### config.mk
export PLATFORM = sky130hd
export DESIGN_NAME = picorv32_wb_master_bridge
export DESIGN_NICKNAME = d
export VERILOG_FILES = /design/src/rtl/wb_bridge_pkg.sv /design/src/rtl/wb_timeout_ctr.sv /design/src/rtl/picorv32_wb_master_bridge.sv
export SDC_FILE = /design/constraint.sdc
export NUM_CORES = 1
export LEC_CHECK = 0
export BUFFER_PORTS_ARGS = -buffer_cell sky130_fd_sc_hd__buf_2
export CAP_MARGIN = 20
export CELL_PAD_IN_SITES_DETAIL_PLACEMENT = 0
export CELL_PAD_IN_SITES_GLOBAL_PLACEMENT = 1
export CORE_MARGIN = 1.5
export CORE_UTILIZATION = 37
export CTS_BUF_LIST = sky130_fd_sc_hd__clkbuf_8 sky130_fd_sc_hd__clkbuf_16
export CTS_CLUSTER_SIZE = 30
export DETAILED_ROUTE_END_ITERATION = 12
export MAX_ROUTING_LAYER = met4
export PLACE_DENSITY = 0.89
export SETUP_SLACK_MARGIN = 0.4
export SYNTH_ARGS = -nofsm -noshare
export SYNTH_HDL_FRONTEND = slang
export SYNTH_SLANG_ARGS = --single-unit
### constraint.sdc
create_clock -name wb_clk_i -period 3.7 [get_ports wb_clk_i]
set_input_delay 0.37 -clock wb_clk_i [delete_from_list [all_inputs] [get_ports wb_clk_i]]
set_output_delay 0.37 -clock wb_clk_i [all_outputs]
set_load 0.1 [all_outputs]
### src/rtl/wb_bridge_pkg.sv
// Shared definitions for the PicoRV32-to-Wishbone master bridge: FSM encodings and bus constants.
package wb_bridge_pkg;

  typedef enum logic {
    ST_IDLE = 1'b0,
    ST_BUS  = 1'b1
  } bridge_state_e;

  localparam logic [3:0]  SEL_ALL           = 4'hF;
  localparam logic [31:0] DEFAULT_ERR_RDATA = 32'hBADC0DE0;

endpackage

### src/rtl/wb_timeout_ctr.sv
// Bus-cycle watchdog counter: clears on request, counts enabled cycles, flags the terminal count.
module wb_timeout_ctr #(
  parameter int unsigned LIMIT = 255
) (
  input  logic clk,
  input  logic rst,
  input  logic clear,
  input  logic enable,
  output logic tc
);

  localparam int unsigned W = (LIMIT > 2) ? $clog2(LIMIT) : 1;

  logic [W-1:0] cnt_q;

  always_ff @(posedge clk or posedge rst) begin
    if (rst) begin
      cnt_q <= '0;
    end else if (clear) begin
      cnt_q <= '0;
    end else if (enable) begin
      cnt_q <= cnt_q + 1'b1;
    end
  end

  // tc is only meaningful while enable is high, so an ack on the same edge suppresses it
  assign tc = enable && (cnt_q == W'(LIMIT - 1));

endmodule

### src/rtl/picorv32_wb_master_bridge.sv
// PicoRV32 native memory port to Wishbone classic master, one outstanding transfer.
// Optional bus watchdog enabled by defining WB_TIMEOUT_EN.
module picorv32_wb_master_bridge
  import wb_bridge_pkg::*;
#(
  parameter int unsigned TIMEOUT_CYCLES = 255,
  parameter logic [31:0] ERR_RDATA      = DEFAULT_ERR_RDATA
) (
  input  logic        wb_clk_i,
  input  logic        arst_i,
  input  logic        mem_valid,
  input  logic        mem_instr,
  output logic        mem_ready,
  input  logic [31:0] mem_addr,
  input  logic [31:0] mem_wdata,
  input  logic [3:0]  mem_wstrb,
  output logic [31:0] mem_rdata,
  output logic [31:0] wbm_adr_o,
  output logic [31:0] wbm_dat_o,
  input  logic [31:0] wbm_dat_i,
  output logic        wbm_we_o,
  output logic [3:0]  wbm_sel_o,
  output logic        wbm_stb_o,
  output logic        wbm_cyc_o,
  input  logic        wbm_ack_i,
  output logic        timeout_o
);

  // Handshake: core request is taken when mem_valid=1 in IDLE with mem_ready=0; completion is a
  // single-cycle mem_ready pulse. WB side holds cyc/stb/adr/dat/we/sel until the edge sampling ack.
  bridge_state_e state_q;
  logic          accept;
  logic          tmo_tc;

  logic unused_instr;
  assign unused_instr = mem_instr;

  assign accept = (state_q == ST_IDLE) && mem_valid && !mem_ready;

`ifdef WB_TIMEOUT_EN
  wb_timeout_ctr #(
    .LIMIT (TIMEOUT_CYCLES)
  ) u_timeout_ctr (
    .clk    (wb_clk_i),
    .rst    (arst_i),
    .clear  (accept),
    .enable ((state_q == ST_BUS) && !wbm_ack_i),
    .tc     (tmo_tc)
  );
`else
  logic unused_cfg;
  assign unused_cfg = ^{ERR_RDATA, 32'(TIMEOUT_CYCLES)};
  assign tmo_tc     = 1'b0;
  assign timeout_o  = 1'b0;
`endif

  always_ff @(posedge wb_clk_i or posedge arst_i) begin
    if (arst_i) begin
      state_q   <= ST_IDLE;
      mem_ready <= 1'b0;
      mem_rdata <= '0;
      wbm_adr_o <= '0;
      wbm_dat_o <= '0;
      wbm_we_o  <= 1'b0;
      wbm_sel_o <= '0;
      wbm_stb_o <= 1'b0;
      wbm_cyc_o <= 1'b0;
`ifdef WB_TIMEOUT_EN
      timeout_o <= 1'b0;
`endif
    end else begin
      mem_ready <= 1'b0;
      case (state_q)
        ST_IDLE: begin
          if (accept) begin
            wbm_adr_o <= mem_addr;
            wbm_dat_o <= mem_wdata;
            wbm_we_o  <= |mem_wstrb;
            wbm_sel_o <= (|mem_wstrb) ? mem_wstrb : SEL_ALL;
            wbm_cyc_o <= 1'b1;
            wbm_stb_o <= 1'b1;
            state_q   <= ST_BUS;
          end
        end
        ST_BUS: begin
          if (wbm_ack_i) begin
            wbm_cyc_o <= 1'b0;
            wbm_stb_o <= 1'b0;
            mem_rdata <= wbm_we_o ? 32'h0 : wbm_dat_i;
            mem_ready <= 1'b1;
            state_q   <= ST_IDLE;
          end else if (tmo_tc) begin
            wbm_cyc_o <= 1'b0;
            wbm_stb_o <= 1'b0;
            mem_rdata <= ERR_RDATA;
            mem_ready <= 1'b1;
`ifdef WB_TIMEOUT_EN
            timeout_o <= 1'b1;
`endif
            state_q   <= ST_IDLE;
          end
        end
        default: state_q <= ST_IDLE;
      endcase
    end
  end

endmodule

==> results of run 1 <==
==> flip-flops by register name, indices dropped and copies added, names as in the netlist <==
register / flops
state_q: 1
mem_rdata: 32
wbm_dat_o: 32
wbm_cyc_o: 1
mem_ready: 1
wbm_sel_o: 4
wbm_we_o: 1
wbm_adr_o: 32
==> synthesized netlist by cell type <==
cell / instances / area [um2]
dfrtp_1: 104 / 2600
buf_4: 2 / 15.0
or4_1: 1 / 7.51
nor3_1: 4 / 20.0
and2b_1: 12 / 90.1
o22a_1: 4 / 35.0
buf_12: 6 / 120
a21o_1: 1 / 7.51
nand2_2: 1 / 6.26
inv_1: 3 / 11.3
buf_8: 1 / 15.0
or4b_1: 4 / 40.0
clkbuf_1: 3 / 11.3
o21a_1: 1 / 7.51
nor3b_2: 1 / 12.5
mux2_2: 33 / 372
buf_6: 4 / 45.0
mux2_4: 64 / 961
nor2b_1: 20 / 125
conb_1: 1 / 3.75
==> metrics by stage <==
stage	worst slack [ns]	cells	hold WS, ns
after floorplan	0.598	270	0.518
after global placement	1.90	614	0.484
after detailed placement	1.88	614	0.488
after CTS	1.67	629	0.212
after global routing	1.61	629	0.243
final	1.74	629	0.181
==> final cells by class <==
type,instances,area [um2],share of cell area [%]
flip-flops and latches,104,2600,44.3
multi-input cells,147,1690,28.9
repair buffers,213,1080,18.4
clock buffers,10,239,4.07
well taps,147,184,3.13
clock inverters,5,57.6,0.980
inverters,3,13.8,0.234
==> worst paths after layout <==
kind	slack, ns	end	cells past startpoint
min in group wb_clk_i	0.26	wbm_dat_o[14]	2
min reg2reg	0.50	mem_rdata[26]	1
max	1.74	wbm_we_o	1
max in group asynchronous	2.68	wbm_dat_o[31]	3
max reg2reg	1.88	wbm_dat_o[5]	3
min	0.18	wbm_adr_o[13]	2
==> logic make-up after synthesis <==
| group | Yosys count |
|---|---|
| buffers and inverters | 19 |
| multiplexers | 97 |
| AO/OA/AOI/OAI | 6 |
| AND/OR/NAND/NOR | 43 |
| flip-flops | 104 |
| other | 1 |
==> metal layers <==
layer,vias to the layer above,routed length [um],track usage [%]
met5,-,0,-
met4,0,189,7.00
met3,17,455,2.66
met2,110,4940,26.9
met1,1450,3910,18.3
li1,1355,-,-
==> impl_metrics.prom, run 1 <==
# TYPE chip_impl_metric gauge
chip_impl_metric{name="post-dp-hpwl",unit="mm"} 6.95
chip_impl_metric{name="crit_fanout",unit=""} 21
chip_impl_metric{name="fillCellCount",unit=""} 1059
chip_impl_info{name="layout_commonest_cell",value="buf_2"} 1
chip_impl_metric{name="drt_drc_violations_left",unit=""} 0
chip_impl_metric{name="finClkSkew",unit="ns"} 0.00653
chip_impl_metric{name="overflow",unit=""} 0
chip_impl_metric{name="post_cts_resized",unit=""} 0
chip_impl_metric{name="utilization",unit="%"} 49.1
chip_impl_metric{name="die_footprint",unit="um2"} 12900
chip_impl_metric{name="finalSetupViolCount",unit=""} 0
chip_impl_metric{name="final_period_minus_worst_setup_slack",unit="ns"} 1.96
chip_impl_metric{name="area.growth.synth_to_final",unit="%"} 30.3
chip_impl_metric{name="synth_warnings",unit=""} 0
chip_impl_metric{name="postCtsSetupBuffers",unit=""} 0
chip_impl_metric{name="std_cell_rows",unit=""} 40
chip_impl_metric{name="first_global_vias",unit=""} 3032
chip_impl_info{name="cts.root.buffer_cell",value="clkbuf_16"} 1
chip_impl_metric{name="finalHoldViolCount",unit=""} 0
chip_impl_metric{name="detailedRoute.firstPassIterationCount",unit=""} 4
chip_impl_metric{name="chipWidth",unit="um"} 113
chip_impl_info{name="most-common-layout-cells",value="buf_2 (207), dfrtp_1 (104), mux2_4 (64)"} 1
chip_impl_metric{name="timing.slew.headroom",unit="%"} 46.9
chip_impl_metric{name="netlist-cell-type-count",unit=""} 20
chip_impl_info{name="setup.worst_path.start_class",value="flop"} 1
chip_impl_metric{name="fmax",unit="GHz"} 0.510
chip_impl_metric{name="num_vias",unit=""} 2932
chip_impl_metric{name="grtUsageTotal",unit="%"} 15.7
chip_impl_info{name="run_status",value="completed"} 1
chip_impl_metric{name="worst_slew_pin_slew",unit="ns"} 0.796
chip_impl_metric{name="arrival_time_at_the_worst_endpoint",unit="ns"} 1.59
chip_impl_metric{name="num_io_pins",unit=""} 210
chip_impl_info{name="dominant_combinational_cell_family_by_area_after_synthesis",value="multiplexers"} 1
chip_impl_metric{name="drt_wl_total",unit="mm"} 9.50
chip_impl_info{name="worst_setup_path_end_kind",value="primary output"} 1
chip_impl_metric{name="synthSimpleGateAreaFrac",unit="%"} 6.69
chip_impl_info{name="holdCritPathClass",value="in -> async"} 1
chip_impl_metric{name="clk_pin_slew_worst_paths",unit="ns"} 0.07
chip_impl_metric{name="worst_path_largest_cell_delay",unit="ns"} 0.71
chip_impl_metric{name="drt_iter0_markers",unit=""} 119
chip_impl_metric{name="insertion_delay",unit="ns"} 0.34
chip_impl_info{name="critical_path_class",value="reg -> out"} 1
chip_impl_metric{name="syn-instance-count",unit=""} 270
chip_impl_metric{name="route.detailed.wl_per_inst",unit="um"} 15.1
chip_impl_info{name="cts_tree",value="built"} 1
chip_impl_metric{name="clock_path_buffers",unit=""} 2
chip_impl_metric{name="crit_buf_inv",unit=""} 1
chip_impl_metric{name="buffers_on_ports",unit=""} 207
chip_impl_metric{name="synth-seq-area-share",unit="%"} 57.7
chip_impl_metric{name="synth-compound-area-share",unit="%"} 1.11
chip_impl_metric{name="post_drt_via_cell_ratio",unit=""} 4.66
chip_impl_metric{name="synth.area.mux_share",unit="%"} 29.6
chip_impl_metric{name="effective_utilization_at_floorplan",unit="%"} 37.7
chip_impl_metric{name="critical_path_required",unit="ns"} 3.33
chip_impl_metric{name="number_of_violations_of_the_max_capacitance_limit",unit=""} 0
chip_impl_metric{name="clock_sink_count",unit=""} 104
chip_impl_metric{name="fin_crit_sh",unit="%"} 52.9
chip_impl_metric{name="antenna_left",unit=""} 0
chip_impl_metric{name="fin_setup_tns",unit="ns"} 0
chip_impl_metric{name="cts_inserted_buffers",unit=""} 9
chip_impl_metric{name="postLayoutCellArea",unit="um2"} 5870
chip_impl_metric{name="layout.nets",unit=""} 583
chip_impl_info{name="cp_slowest_cell",value="dfrtp_1"} 1
chip_impl_metric{name="antenna-diode-count",unit=""} 0
chip_impl_info{name="critical_path.reg2reg.startpoint",value="state_q"} 1
chip_impl_metric{name="synthAdderAreaFrac",unit="%"} 0
chip_impl_info{name="critPathLaunch",value="wbm_we_o"} 1
chip_impl_metric{name="synth.ff_latch_count",unit=""} 104
chip_impl_metric{name="antenna_found_initial",unit=""} 0
chip_impl_metric{name="dieHeight",unit="um"} 113
chip_impl_metric{name="placement.cell_area",unit="um2"} 5580
chip_impl_info{name="rsz_0062_raised_after_global_routing",value="no"} 1
chip_impl_info{name="crit_family",value="flip-flops"} 1
chip_impl_metric{name="maximum_number_of_pins_on_one_net_before_global_route_repair",unit=""} 65
chip_impl_metric{name="mappedNetlistNets",unit=""} 375
chip_impl_metric{name="synth_xor_xnor_area_share",unit="%"} 0
chip_impl_metric{name="cts-hold-fix-buffers",unit=""} 0
chip_impl_metric{name="routabilityCongestion",unit=""} 0.778
chip_impl_info{name="crit_chain",value="buf_2"} 1
chip_impl_metric{name="wire_length_of_the_first_global_routing_pass",unit="mm"} 15.4
chip_impl_metric{name="netlist_area",unit="um2"} 4510
chip_impl_metric{name="avg_inst_size_synth",unit="um2"} 16.7
chip_impl_metric{name="post_route_cells_drive_above_1_share",unit="%"} 68.0
chip_impl_metric{name="core-area",unit="um2"} 12000
chip_impl_metric{name="finalMaxSlewViolations",unit=""} 0
chip_impl_metric{name="htree_levels",unit=""} 3
Power of run 1 is not shown: default switching activity piles up to over one toggle a cycle in this logic, so the estimate is an artifact.
==> run 2, diff against run 1 <==
Settings changed: CORE_UTILIZATION 37 to 33, PLACE_DENSITY 0.89 to 0.85.
Clock period 3.7 ns to 1.75 ns, I/O delays scaled along.
==> impl_metrics.prom, run 2 (synthesized netlist as in run 1, its figures left out) <==
# TYPE chip_impl_metric gauge
chip_impl_info{name="run_status",value="completed"} 1
chip_impl_metric{name="finalSetupViolCount",unit=""} 0
chip_impl_info{name="critical_path.reg2reg.startpoint",value="state_q"} 1
chip_impl_metric{name="power_per_cell_area",unit="nW/um2"} 2000
chip_impl_metric{name="drt_drc_violations_left",unit=""} 0
chip_impl_metric{name="grt_util_met3",unit="%"} 4.37
chip_impl_info{name="worst_reg2reg_path_endpoint",value="wbm_dat_o[29]"} 1
chip_impl_metric{name="multi_input_comb_area",unit="um2"} 1710
chip_impl_metric{name="detailedRoute.firstPassIterationCount",unit=""} 4
chip_impl_metric{name="layout.nets",unit=""} 603
chip_impl_metric{name="antenna_left",unit=""} 0
chip_impl_metric{name="overflow",unit=""} 0
chip_impl_metric{name="clk_pin_slew_worst_paths",unit="ns"} 0.07
chip_impl_metric{name="final_period_minus_worst_setup_slack",unit="ns"} 1.49
chip_impl_metric{name="die_footprint",unit="um2"} 14400
chip_impl_metric{name="post_route_cells_drive_above_1_share",unit="%"} 70.0
chip_impl_metric{name="std_cell_rows",unit=""} 42
chip_impl_metric{name="finalHoldViolCount",unit=""} 0
chip_impl_info{name="holdCritPathClass",value="in -> reg"} 1
chip_impl_metric{name="route.detailed.wl_per_inst",unit="um"} 16.4
chip_impl_metric{name="wire_length_of_the_first_global_routing_pass",unit="mm"} 17.2
chip_impl_metric{name="fin_cells",unit=""} 679
chip_impl_metric{name="maximum_number_of_pins_on_one_net_before_global_route_repair",unit=""} 40
chip_impl_metric{name="drt_wl_total",unit="mm"} 11.2
chip_impl_info{name="cts_tree",value="built"} 1
chip_impl_metric{name="worst_slew_pin_slew",unit="ns"} 0.521
chip_impl_metric{name="insertion_delay",unit="ns"} 0.35
chip_impl_metric{name="global_routing_met2_resource_utilization",unit="%"} 28.5
chip_impl_metric{name="fin_crit_sh",unit="%"} 85.0
chip_impl_metric{name="routabilityCongestion",unit=""} 0.760
chip_impl_metric{name="core-area",unit="um2"} 13300
chip_impl_metric{name="clock_path_buffers",unit=""} 2
chip_impl_info{name="min-delay-start",value="mem_addr[29]"} 1
chip_impl_metric{name="htree_levels",unit=""} 3
chip_impl_metric{name="clock_sink_count",unit=""} 104
chip_impl_metric{name="dieHeight",unit="um"} 120
chip_impl_metric{name="ff_to_ff_path_depth",unit=""} 4
chip_impl_metric{name="buffers_on_ports",unit=""} 207
chip_impl_metric{name="post-dp-hpwl",unit="mm"} 7.31
chip_impl_metric{name="first_global_vias",unit=""} 3299
chip_impl_metric{name="antenna-diode-count",unit=""} 0
chip_impl_metric{name="chipWidth",unit="um"} 120
chip_impl_info{name="layout_commonest_cell",value="buf_2"} 1
chip_impl_metric{name="antenna_found_initial",unit=""} 0
chip_impl_metric{name="reg2reg_slack",unit="ns"} 0.26
chip_impl_metric{name="post_drt_via_cell_ratio",unit=""} 4.45
chip_impl_metric{name="effective_utilization_at_floorplan",unit="%"} 33.9
chip_impl_metric{name="gr-usage-met1",unit="%"} 17.9
chip_impl_metric{name="timing.slew.headroom",unit="%"} 65.5
chip_impl_info{name="rsz_0062_raised_after_global_routing",value="yes"} 1
chip_impl_info{name="worst_setup_path_end_kind",value="flop"} 1
chip_impl_metric{name="fin_setup_tns",unit="ns"} 0
chip_impl_metric{name="dp.cells",unit=""} 643
chip_impl_metric{name="cellLeakagePower",unit="nW"} 3.37
chip_impl_metric{name="crit_buf_inv",unit=""} 2
chip_impl_info{name="critical_path_class",value="reg -> reg"} 1
chip_impl_metric{name="drt_iter0_markers",unit=""} 66
chip_impl_metric{name="fmax",unit="GHz"} 0.672
chip_impl_metric{name="worst_path_largest_cell_delay",unit="ns"} 0.42
chip_impl_info{name="top_usage_layer",value="met2"} 1
chip_impl_metric{name="count_of_cells_along_the_worst_hold_path",unit=""} 2
chip_impl_info{name="setup.worst_path.start_class",value="flop"} 1
chip_impl_metric{name="finalMaxSlewViolations",unit=""} 0
chip_impl_metric{name="num_io_pins",unit=""} 210
chip_impl_metric{name="area.growth.synth_to_final",unit="%"} 42.9
chip_impl_metric{name="critical_path_required",unit="ns"} 1.98
chip_impl_info{name="largest_registers",value="mem_rdata (32), wbm_adr_o (32), wbm_dat_o (32)"} 1
chip_impl_info{name="cp_slowest_cell",value="dfrtp_2"} 1
chip_impl_metric{name="fillCellCount",unit=""} 1169
chip_impl_info{name="crit_family",value="flip-flops"} 1
chip_impl_metric{name="finClkSkew",unit="ns"} 0.00425
chip_impl_metric{name="crit_fanout",unit=""} 10
chip_impl_metric{name="num_vias",unit=""} 3023
chip_impl_info{name="holdPathEnd",value="wbm_adr_o[29]"} 1
chip_impl_metric{name="arrival_time_at_the_worst_endpoint",unit="ns"} 1.72
chip_impl_metric{name="power.ir.vdd_worst",unit="mV"} 1.31
chip_impl_info{name="cts.root.buffer_cell",value="clkbuf_16"} 1
chip_impl_metric{name="seq_area",unit="um2"} 2610
chip_impl_info{name="most-common-layout-cells",value="buf_2 (177), dfrtp_1 (100), mux2_4 (64)"} 1
chip_impl_metric{name="grtUsageTotal",unit="%"} 16.2
chip_impl_metric{name="number_of_violations_of_the_max_capacitance_limit",unit=""} 0
chip_impl_metric{name="cts_inserted_buffers",unit=""} 9
chip_impl_info{name="crit_chain",value="nor3b_4 -> buf_6 -> clkbuf_16 -> mux2_4"} 1
[run 2: cell count changes in the layout (fill, tap and decap cells not counted), sizes merged]
cell,before,now
buf,213,205
bufinv,1,2
clkbuf,10,36
clkinv,4,1
clkinvlp,0,3
dlygate4sd3,0,1
inv,3,4
[run 2: power breakdown]
group          leakage, nW  internal [W]  switching [W]
logic                 1.94       0.00172        0.00561
clock network        0.153       0.00127       0.000908
registers             1.27       0.00304       0.000363
total                 3.37       0.00602        0.00688
[run 2: area by class of cell]
class / count / area share, %
clock buffers: 9 / 3.50
inverters: 3 / 0.233
multi-input cells: 147 / 26.5
repair buffers: 233 / 24.3
well taps: 176 / 3.42
clock inverters: 7 / 1.57
flip-flops and latches: 104 / 40.5
[run 2: metal layers]
metal	vias to the layer above	wire length (um)
met2	109	5880
li1	1389	-
met3	12	556
met4	0	182
met1	1513	4540
met5	-	0
[run 2: worst reg2reg max path, delay by kind of cell, from the launching register on]
kind	cells	cell delay [ns]
flip-flops	1	0.42
buffers and inverters	2	0.41
AND/OR/NAND/NOR	1	0.24
multiplexers	1	0.30
[run 2: how the worst max path moves through the flow]
stage          depth (start not counted)       endpoint      start  slack, ns
6_report                               4  wbm_dat_o[29]    state_q       0.26
3_5_place_dp                           3  wbm_dat_o[21]    state_q        0.1
5_1_grt                                5  wbm_adr_o[28]  mem_ready       0.22
2_1_floorplan                          4       wbm_we_o  mem_ready       0.14
4_1_cts                                4  wbm_adr_o[30]  mem_ready       0.27
3_3_place_gp                           3  wbm_dat_o[21]    state_q       0.15
[run 2: through the flow]
step                util [%]  power [W]  hold WS, ns  cell area [um2]  setup WS [ns]
CTS                     47.3     0.0129       0.0338             6290          0.266
finish                  48.5     0.0129       0.0529             6440          0.263
global route            48.5     0.0133       0.0352             6440          0.224
floorplan                  -    0.00939        0.323             4550          0.137
detailed placement      42.8     0.0104        0.222             5690         0.0987
global placement        42.8     0.0103        0.209             5690          0.149
[run 2: repair_timing]
| action | CTS | global route |
|---|---|---|
| resized for setup | 15 | 25 |
| pin swaps | 1 | 1 |
| hold endpoints to repair | 17 | 0 |
| endpoints found under the setup margin | 87 | 115 |
| hold buffers | 1 | 0 |
| setup buffers | 10 | 1 |
| gates cloned | 5 | 3 |
Power figures use the tool's default switching activity.
